[src/rtl/stopwatch_lap_ctrl_if.sv]
// rtl/stopwatch_lap_ctrl_if.sv - command, counter and lap-buffer signals of the stopwatch controller
interface stopwatch_lap_ctrl_if;
    logic       start;
    logic       stop;
    logic       lap;
    logic       clear;
    logic       lap_rd;
    logic [7:0] minute;
    logic [5:0] seconds;
    logic       enable;
    logic       counter_clear;
    logic [1:0] state;
    logic       lap_valid;
    logic [7:0] lap_minute;
    logic [5:0] lap_seconds;
    logic [2:0] lap_count;
    logic       lap_overflow;

    modport master (
        output start, stop, lap, clear, lap_rd, minute, seconds,
        input  enable, counter_clear, state, lap_valid, lap_minute, lap_seconds,
               lap_count, lap_overflow
    );

    modport slave (
        input  start, stop, lap, clear, lap_rd, minute, seconds,
        output enable, counter_clear, state, lap_valid, lap_minute, lap_seconds,
               lap_count, lap_overflow
    );
endinterface

[src/rtl/stopwatch_lap_ctrl.sv]
// rtl/stopwatch_lap_ctrl.sv - stopwatch run/pause FSM, seconds prescaler and 4-entry lap FIFO
module stopwatch_lap_ctrl #(
    parameter int TICK_DIV  = 100000000,
    parameter int LAP_DEPTH = 4
) (
    input  logic                 clk,
    input  logic                 reset,
    stopwatch_lap_ctrl_if.slave  bus
);
    localparam int             PW   = $clog2(TICK_DIV);
    localparam logic [PW-1:0]  TERM = PW'(TICK_DIV - 1);
    localparam logic [2:0]     FULL = 3'(LAP_DEPTH);

    typedef enum logic [1:0] {
        IDLE   = 2'b00,
        RUN    = 2'b01,
        PAUSED = 2'b10
    } state_t;

    state_t        st;
    state_t        st_n;
    logic [PW-1:0] presc;
    logic          enable_q;
    logic          cclr_q;

    logic [13:0]   mem [0:3];
    logic [1:0]    wr_ptr;
    logic [1:0]    rd_ptr;
    logic [1:0]    rd_n;
    logic [2:0]    cnt;
    logic [2:0]    cnt_n;
    logic [13:0]   head_q;
    logic [13:0]   head_n;
    logic          ovf_q;
    logic          push;
    logic          pop;
    logic          do_wr;
    logic          ovf_set;

    // stop outranks start, clear outranks everything
    always_comb begin
        st_n = st;
        case (st)
            IDLE:    if (bus.start && !bus.stop) st_n = RUN;
            RUN:     if (bus.stop) st_n = PAUSED;
            PAUSED:  if (bus.start && !bus.stop) st_n = RUN;
            default: st_n = IDLE;
        endcase
        if (bus.clear) st_n = IDLE;
    end

    always_comb begin
        push    = bus.lap && (st == RUN) && !bus.clear;
        pop     = bus.lap_rd && (cnt != 3'd0) && !bus.clear;
        do_wr   = push && (pop || (cnt != FULL));
        ovf_set = push && !pop && (cnt == FULL);
        rd_n    = rd_ptr + {1'b0, pop};
        cnt_n   = cnt + {2'b00, do_wr} - {2'b00, pop};
        // show-ahead head: the entry written this cycle becomes the head when it lands at rd_n
        if (cnt_n == 3'd0)
            head_n = 14'd0;
        else if (do_wr && (wr_ptr == rd_n))
            head_n = {bus.minute, bus.seconds};
        else
            head_n = mem[rd_n];
    end

    always_ff @(posedge clk) begin
        if (reset) begin
            st       <= IDLE;
            presc    <= '0;
            enable_q <= 1'b0;
            cclr_q   <= 1'b1;
            wr_ptr   <= 2'd0;
            rd_ptr   <= 2'd0;
            cnt      <= 3'd0;
            head_q   <= 14'd0;
            ovf_q    <= 1'b0;
        end else begin
            st     <= st_n;
            cclr_q <= bus.clear;

            // a stop on the terminal count leaves presc at TERM so the second fires on resume
            if (bus.clear) begin
                presc    <= '0;
                enable_q <= 1'b0;
            end else if (st_n == RUN) begin
                if (presc == TERM) begin
                    presc    <= '0;
                    enable_q <= 1'b1;
                end else begin
                    presc    <= presc + 1'b1;
                    enable_q <= 1'b0;
                end
            end else begin
                enable_q <= 1'b0;
            end

            if (bus.clear) begin
                wr_ptr <= 2'd0;
                rd_ptr <= 2'd0;
                cnt    <= 3'd0;
                head_q <= 14'd0;
                ovf_q  <= 1'b0;
            end else begin
                wr_ptr <= wr_ptr + {1'b0, do_wr};
                rd_ptr <= rd_n;
                cnt    <= cnt_n;
                head_q <= head_n;
                if (ovf_set) ovf_q <= 1'b1;
            end
        end
    end

    always_ff @(posedge clk) begin
        if (!reset && do_wr) mem[wr_ptr] <= {bus.minute, bus.seconds};
    end

    assign bus.state         = st;
    assign bus.enable        = enable_q;
    assign bus.counter_clear = cclr_q;
    assign bus.lap_count     = cnt;
    assign bus.lap_valid     = (cnt != 3'd0);
    assign bus.lap_minute    = head_q[13:6];
    assign bus.lap_seconds   = head_q[5:0];
    assign bus.lap_overflow  = ovf_q;
endmodule
[src/flat_wrapper.sv]
// flat-port wrapper written by rule: the top's interface ports become plain ports
module stopwatch_lap_ctrl_flat 
#(
    parameter int TICK_DIV  = 100000000,
    parameter int LAP_DEPTH = 4
)
  (clk, reset, bus_start, bus_stop, bus_lap, bus_clear, bus_lap_rd, bus_minute, bus_seconds, bus_enable, bus_counter_clear, bus_state, bus_lap_valid, bus_lap_minute, bus_lap_seconds, bus_lap_count, bus_lap_overflow);
  stopwatch_lap_ctrl_if bus_i ();
  input  logic clk;
  input  logic reset;
  input wire logic [$bits(bus_i.start)-1:0] bus_start;
  input wire logic [$bits(bus_i.stop)-1:0] bus_stop;
  input wire logic [$bits(bus_i.lap)-1:0] bus_lap;
  input wire logic [$bits(bus_i.clear)-1:0] bus_clear;
  input wire logic [$bits(bus_i.lap_rd)-1:0] bus_lap_rd;
  input wire logic [$bits(bus_i.minute)-1:0] bus_minute;
  input wire logic [$bits(bus_i.seconds)-1:0] bus_seconds;
  output wire logic [$bits(bus_i.enable)-1:0] bus_enable;
  output wire logic [$bits(bus_i.counter_clear)-1:0] bus_counter_clear;
  output wire logic [$bits(bus_i.state)-1:0] bus_state;
  output wire logic [$bits(bus_i.lap_valid)-1:0] bus_lap_valid;
  output wire logic [$bits(bus_i.lap_minute)-1:0] bus_lap_minute;
  output wire logic [$bits(bus_i.lap_seconds)-1:0] bus_lap_seconds;
  output wire logic [$bits(bus_i.lap_count)-1:0] bus_lap_count;
  output wire logic [$bits(bus_i.lap_overflow)-1:0] bus_lap_overflow;
  assign bus_i.start = bus_start;
  assign bus_i.stop = bus_stop;
  assign bus_i.lap = bus_lap;
  assign bus_i.clear = bus_clear;
  assign bus_i.lap_rd = bus_lap_rd;
  assign bus_i.minute = bus_minute;
  assign bus_i.seconds = bus_seconds;
  assign bus_enable = bus_i.enable;
  assign bus_counter_clear = bus_i.counter_clear;
  assign bus_state = bus_i.state;
  assign bus_lap_valid = bus_i.lap_valid;
  assign bus_lap_minute = bus_i.lap_minute;
  assign bus_lap_seconds = bus_i.lap_seconds;
  assign bus_lap_count = bus_i.lap_count;
  assign bus_lap_overflow = bus_i.lap_overflow;
  stopwatch_lap_ctrl #(.TICK_DIV(TICK_DIV), .LAP_DEPTH(LAP_DEPTH)) u_core (.clk(clk), .reset(reset), .bus(bus_i));
endmodule
[config.mk]
export PLATFORM = sky130hd
export DESIGN_NAME = stopwatch_lap_ctrl_flat
export DESIGN_NICKNAME = d
export VERILOG_FILES = /design/src/rtl/stopwatch_lap_ctrl_if.sv /design/src/rtl/stopwatch_lap_ctrl.sv /design/src/flat_wrapper.sv
export SDC_FILE = /design/constraint.sdc
export NUM_CORES = 1
export LEC_CHECK = 0
export ABC_AREA = 1
export CELL_PAD_IN_SITES_DETAIL_PLACEMENT = 2
export CELL_PAD_IN_SITES_GLOBAL_PLACEMENT = 2
export CORE_MARGIN = 8
export CORE_UTILIZATION = 31
export DETAILED_ROUTE_END_ITERATION = 12
export PLACE_DENSITY_LB_ADDON = 0.08
export SLEW_MARGIN = 20
export SYNTH_ARGS = -nofsm -noshare
export SYNTH_HDL_FRONTEND = slang
export SYNTH_SLANG_ARGS = --single-unit
[constraint.sdc]
create_clock -name clk -period 2.1 [get_ports clk]
set_input_delay 0.42 -clock clk [delete_from_list [all_inputs] [get_ports clk]]
set_output_delay 0.42 -clock clk [all_outputs]
set_load 0.01 [all_outputs]
==> metrics.md, run 1 <==
| Metric | Value |
|---|---|
| Outcome | `finished with violations` |
| Failing checks | `negative setup slack` |
| Area grow syn2layout | `31.9%` |
| Total CTS buffers | `9` |
| CTS max path bufs | `2` |
| DRT Pass-1 Iters | `4` |
| Commonest non-fill, non-tap cell in the layout | `nand2_1` |
| Count of different cell masters after synthesis | `28` |
| Initial core utilization | `0.314` |
| GR Overflow Total | `0` |
| DR DRC count | `0` |
| Share of cells above drive strength 1 | `0.155` |
| Die width | `142 um` |
| Ports | `44` |
| Worst-Margin Slew | `0.403 ns` |
| Required time of the critical path | `2.39 ns` |
| Leak pwr | `2.70 nW` |
| Peak VDD IR | `0.000349 V` |
| Fin nets | `739` |
| Synthesized flop and latch total | `109` |
| Post-placement cell count | `915` |
| CTS clk-pin slew, worst paths | `0.07 ns` |
| TritonCTS clock tree | `done` |
| Number of filler cells placed in the layout | `1,788` |
| Vias | `4,215` |
| H-tree depth | `3` |
| Placed wire-length estimate | `11,000 um` |
| Commonest non-fill, non-tap cells in the layout | `nand2_1, nor2_1, inv_1` |
| CP startpoint kind | `register` |
| TNS Setup | `-0.999 ns` |
| Data arrival time of the critical path | `2.48 ns` |
| XOR/XNOR Fraction of Synth Area | `0.0177` |
| Async set-reset flop share out of synthesis | `0` |
| Non-filler cells, final | `933` |
| Post-Synth Adder-Cell Area | `0.0167` |
| Placement Cell Area | `6030 um^2` |
| Total inserted antenna cells | `0` |
| Synth warn | `0` |
| Core Util, Final | `0.415` |
| Via density | `4.52` |
| Area of the multi-input gates | `2000 um^2` |
| Syn Inst Count | `626` |
| Sequential-to-total area share from yosys stat | `0.555` |
| Worst R2R Start | `u_core.bus.lap_count[1]` |
| Die area | `20,200 um^2` |
| Relative slew slack | `0.730` |
| Largest net degree at the start of global routing | `19` |
| Register Area | `2750 um^2` |
| Minimum clock period | `2.20 ns` |
| Post-Synth Simple-Gate Area | `0.329` |
| HP Class | `register to register` |
| Initial antenna violation count | `0` |
| Ratio of final minimum period to clock period | `1.05` |
| Final slew viol count | `0` |
| Worst-path maximum fanout | `7` |
| Fin area | `6520 um^2` |
| Hold Buf Count CTS | `0` |
| GRT Overall Usage | `0.157` |
| Post-synth EDFFs | `56` |
| Mean post-synth cell area | `7.89 um^2` |
| Row count | `46` |
| Total core area | `15,700 um^2` |
| Mux contribution to synthesized area | `0` |
| Port buffer count | `43` |
| Final worst slack | `-0.0960 ns` |
| Final clock skew | `0.00434 ns` |
| Drt total wl | `14,800 um` |
| DR WL/cell | `15.9 um` |
| Post-Syn Area | `4940 um^2` |
| PD cells | `645 nW/um^2` |
| Top FF cell, synth | `edfxtp_1` |
| Final hold violations | `0` |
| Detail Route Antenna Nets | `0` |
| Max Cap Viol | `0` |
| Critical Path Source | `u_core.bus.lap_count[1]` |
| Gpl congestion | `0.774` |
| Compound-Gate Fraction of Synth Area | `0.0117` |
| First-pass GRT wire length | `24,600 um` |
| Largest family of logic cells by synthesized area | `simple AND/OR/NAND/NOR gates` |
| Number of global-route vias before repair | `4,782` |
| CTS Sinks | `109` |
| Crit Path Category | `register to register` |
| Critical path endpoint category | `register` |
| DR iter-0 viols | `81` |
| Setup Viol. Count Final | `14` |
| RSZ-0062 raised after global routing | `yes` |
| Hold Path Origin | `u_core.bus.lap_overflow` |
| Clock Latency Late Sink | `0.35 ns` |
| Die Ht | `142 um` |
| Power Total | `4.20 mW` |
| Clk root buf | `clkbuf_16` |
| Net count after synthesis | `653` |
| Fmax | `0.455 GHz` |
[repair_timing]
item / 4_1_cts / 5_1_grt
buffers inserted: 1 / 0
setup endpoints to repair: 14 / 14
cloned: 1 / 0
gates resized for setup: 16 / 31
pin swaps: 9 / 25
[final cells by class]
| class | instances | share of cell area |
|---|---|---|
| flip-flops and latches | 109 | 0.422 |
| multi-input cells | 431 | 0.307 |
| repair buffers | 89 | 0.139 |
| inverters | 72 | 0.0419 |
| well taps | 216 | 0.0415 |
| clock buffers | 12 | 0.0409 |
| clock inverters | 4 | 0.00806 |
[layer usage]
layer	vias up	GRT usage	routed length (um)
li1	2107	-	-
met1	2061	0.165	6020
met2	29	0.307	8250
met3	18	0.0225	277
met4	0	0.0554	271
met5	-	0	0
[flip-flops by register name, summed over array words and instances (netlist names)]
signal	flops
u_core.head_q	14
u_core.wr_ptr	2
u_core.bus.lap_count	3
u_core.presc	27
u_core.rd_ptr	2
u_core.mem	56
u_core.bus.enable	1
u_core.bus.lap_overflow	1
u_core.bus.state	2
u_core.bus.counter_clear	1
[power by group]
group	internal [mW]	total (mW)	switching (mW)
clock	1.03	1.81	0.783
combinational	0.0722	0.149	0.0768
sequential	2.24	2.24	0.00263
[cells by family after synthesis]
logic type | after synthesis
AND/OR/NAND/NOR | 405
XOR/XNOR | 10
flip-flops | 109
AO/OA/AOI/OAI | 10
buffers and inverters | 86
adder cells (fa/ha/maj) | 6
[Yosys cell counts (2+ instances only)]
master	n	area share
buf_2	9	0.0091
buf_1	2	0.0015
nor3_1	8	0.0081
dfxtp_1	53	0.21
edfxtp_1	56	0.34
nand2_1	246	0.19
nor2_1	111	0.084
o21ai_0	2	0.0020
a21oi_1	5	0.0051
xor2_1	7	0.012
nand2_2	4	0.0051
inv_1	70	0.053
xnor2_1	3	0.0053
a211oi_1	2	0.0030
inv_2	2	0.0015
nor2_4	3	0.0068
ha_1	5	0.013
nand4_1	12	0.015
nand3_1	17	0.017
[critical path, stage by stage (launching register included)]
cell,delay (ns)
dfxtp_2,0.34
nor2_4,0.11
a21oi_2,0.06
ha_1,0.26
inv_1,0.04
ha_2,0.16
fa_2,0.53
inv_2,0.04
nand4_1,0.09
nand2_2,0.07
inv_4,0.11
buf_12,0.15
nand2_2,0.05
nor2_1,0.10
[final timing paths]
check | cells after the start | end | slack [ns]
hold reg to reg | 2 | u_core.bus.lap_overflow | 0.49
setup reg to reg | 13 | u_core.head_q[5] | -0.1
hold / removal | 2 | u_core.bus.lap_overflow | 0.49
setup / recovery | 13 | u_core.head_q[5] | -0.1
[metrics by stage]
stage	hold WS, ns	worst slack (ns)
final	0.489	-0.0960
after global routing	0.541	-0.187
after CTS	0.509	-0.147
after detailed placement	0.494	-0.737
after global placement	0.452	-0.608
after floorplan	0.459	-0.147
Power figures use the tool's default switching activity.
==> inputs of run 2 (changes only) <==
--- a/config.mk
+++ b/config.mk
@@ -11,7 +11,7 @@
 export CORE_MARGIN = 8
 export CORE_UTILIZATION = 31
 export DETAILED_ROUTE_END_ITERATION = 12
-export PLACE_DENSITY_LB_ADDON = 0.08
+export PLACE_DENSITY_LB_ADDON = 0.1
 export SLEW_MARGIN = 20
 export SYNTH_ARGS = -nofsm -noshare
 export SYNTH_HDL_FRONTEND = slang
==> metrics.md, run 2 (synthesis results as in run 1) <==
| Metric | Value |
|---|---|
| Internal Power | `3.24 mW` |
| Port buffer count | `43` |
| Initial core utilization | `0.314` |
| Switching power summed over all nets | `862 uW` |
| Crit-path slowest cell | `fa_2` |
| Minimum clock period | `2.23 ns` |
| Die area | `20,200 um^2` |
| Crit Path Category | `register to register` |
| FF-to-FF setup slack | `-0.13 ns` |
| DR WL/cell | `16.1 um` |
| Final hold violations | `0` |
| Sequence of cells on the critical path | `nor2_4 > a21oi_2 > ha_1 > inv_2 > ha_4 > fa_2 > inv_2 > nand4_1 > nand2_1 > inv_2 > clkbuf_16 > nand2_1 > nor2_1` |
| Total CTS buffers | `9` |
| Most flop-heavy register | `u_core.mem` |
| Register Area | `2750 um^2` |
| Max Cap Viol | `0` |
| Peak VDD IR | `0.000330 V` |
| Sw Share | `0.210` |
| Core Util, Final | `0.415` |
| Largest net degree at the start of global routing | `23` |
| Data arrival time of the critical path | `2.53 ns` |
| CP startpoint kind | `register` |
| Total core area | `15,700 um^2` |
| Worst-Margin Slew | `0.325 ns` |
| CTS Sinks | `109` |
| DR DRC count | `0` |
| Post-placement cell count | `922` |
| Hold path depth | `2` |
| Delay-heaviest family, CP | `adder cells` |
| Critical path endpoint category | `register` |
| DRT Pass-1 Iters | `4` |
| Ratio of final minimum period to clock period | `1.06` |
| Commonest non-fill, non-tap cells in the layout | `nand2_1, nor2_1, inv_1` |
| Required time of the critical path | `2.39 ns` |
| Fmax | `0.448 GHz` |
| Share of cells above drive strength 1 | `0.146` |
| TNS Setup | `-1.67 ns` |
| GRT Overall Usage | `0.161` |
| PD cells | `629 nW/um^2` |
| Total inserted antenna cells | `0` |
| Failing checks | `negative setup slack` |
| Initial antenna violation count | `0` |
| Final slew viol count | `0` |
| Reg2Reg Depth | `13` |
| Worst hold margin | `0.496 ns` |
| Hold worst-path end | `u_core.bus.lap_overflow` |
| Clk root buf | `clkbuf_16` |
| Relative slew slack | `0.782` |
| Detail Route Antenna Nets | `0` |
| Placed wire-length estimate | `11,100 um` |
| Setup Viol. Count Final | `14` |
| Number of global-route vias before repair | `4,837` |
| Flop pwr share | `0.546` |
| GR Overflow Total | `0` |
| R2R Path End | `u_core.head_q[13]` |
| RSZ-0062 raised after global routing | `yes` |
| DR iter-0 viols | `170` |
| Area of the multi-input gates | `1950 um^2` |
| Gpl congestion | `0.766` |
| Largest regs | `u_core.mem x56, u_core.presc x27, u_core.head_q x14` |
| Worst path buffer plus inverter count | `4` |
| Number of filler cells placed in the layout | `1,839` |
| Clock Latency Late Sink | `0.36 ns` |
| Non-filler cells, final | `943` |
| CTS max path bufs | `2` |
| Power share of the combinational group | `0.036` |
| Drt total wl | `15,200 um` |
| Slowest stage delay, CP | `0.54 ns` |
| Largest register FFs | `56` |
| HP Class | `register to register` |
| Leak pwr | `2.71 nW` |
| Outcome | `finished with violations` |
| CTS clk-pin slew, worst paths | `0.08 ns` |
| First-pass GRT wire length | `25,000 um` |
| Vias | `4,284` |
| Commonest non-fill, non-tap cell in the layout | `nand2_1` |
| Clk pwr share | `0.418` |
| Die width | `142 um` |
| Final worst slack | `-0.134 ns` |
| Hold Path Origin | `u_core.bus.lap_overflow` |
| Final clock skew | `0.0115 ns` |
| Row count | `46` |
| Fin nets | `749` |
| TritonCTS clock tree | `done` |
| Worst R2R Start | `u_core.bus.lap_count[1]` |
| Via density | `4.54` |
| Die Ht | `142 um` |
| Cell repeated most along the worst path | `inv_2` |
| Area grow syn2layout | `31.9%` |
| H-tree depth | `3` |
| Worst-path maximum fanout | `7` |
| Ports | `44` |
run 2: worst max-delay path by stage:
stage                       startpoint  slack, ns  cells after the start                 to
3_5_place_dp                 bus_clear      -0.73                     15   u_core.head_q[8]
4_1_cts        u_core.bus.lap_count[0]      -0.16                     13   u_core.head_q[8]
3_3_place_gp                 bus_clear      -0.60                     15   u_core.head_q[0]
5_1_grt        u_core.bus.lap_count[0]      -0.24                     13   u_core.head_q[9]
6_report       u_core.bus.lap_count[1]      -0.13                     13  u_core.head_q[13]
2_1_floorplan      u_core.bus.state[0]      -0.15                      6   u_core.mem[0][0]
run 2: what timing repair did:
| item | 4_1_cts | 5_1_grt |
|---|---|---|
| gates cloned | 1 | 0 |
| setup buffers | 3 | 1 |
| pin swaps | 10 | 9 |
| hold buffers | 0 | 0 |
| endpoints found under the setup margin | 15 | 14 |
| endpoints found under the hold margin | 0 | 0 |
| resized for setup | 15 | 16 |
run 2: power by group through the flow:
| stage | sequential (mW) | clock (mW) | combinational [mW] |
|---|---|---|---|
| floorplan | 2.29 | 0 | 0.0394 |
| global placement | 2.29 | 0 | 0.142 |
| detailed placement | 2.29 | 0 | 0.147 |
| CTS | 2.24 | 1.76 | 0.151 |
| global route | 2.24 | 1.84 | 0.163 |
| finish | 2.24 | 1.71 | 0.148 |
run 2: layout make-up:
type                    count  area share
clock buffers              12      0.0363
clock inverters             4     0.00730
inverters                  72      0.0415
multi-input cells         431       0.300
flip-flops and latches    109       0.422
well taps                 216      0.0415
repair buffers             99       0.152
run 2: per-stage QoR:
stage,worst slack (ns),total power [mW],cell area (um^2)
after floorplan,-0.147,2.33,4950
after global placement,-0.602,2.43,6100
after detailed placement,-0.734,2.44,6100
after CTS,-0.159,4.15,6460
after global routing,-0.242,4.24,6520
final,-0.134,4.10,6520
run 2: worst reg2reg max path, cell delays in order (launching register included):
cell,delay [ns]
dfxtp_2,0.34
nor2_4,0.12
a21oi_2,0.07
ha_1,0.29
inv_2,0.05
ha_4,0.16
fa_2,0.54
inv_2,0.04
nand4_1,0.08
nand2_1,0.07
inv_2,0.12
clkbuf_16,0.17
nand2_1,0.06
nor2_1,0.08
run 2: routing by layer:
layer,track usage,routed length [um]
met5,0,0
met4,0.0520,188
met3,0.0309,351
met2,0.315,8510
met1,0.166,6150
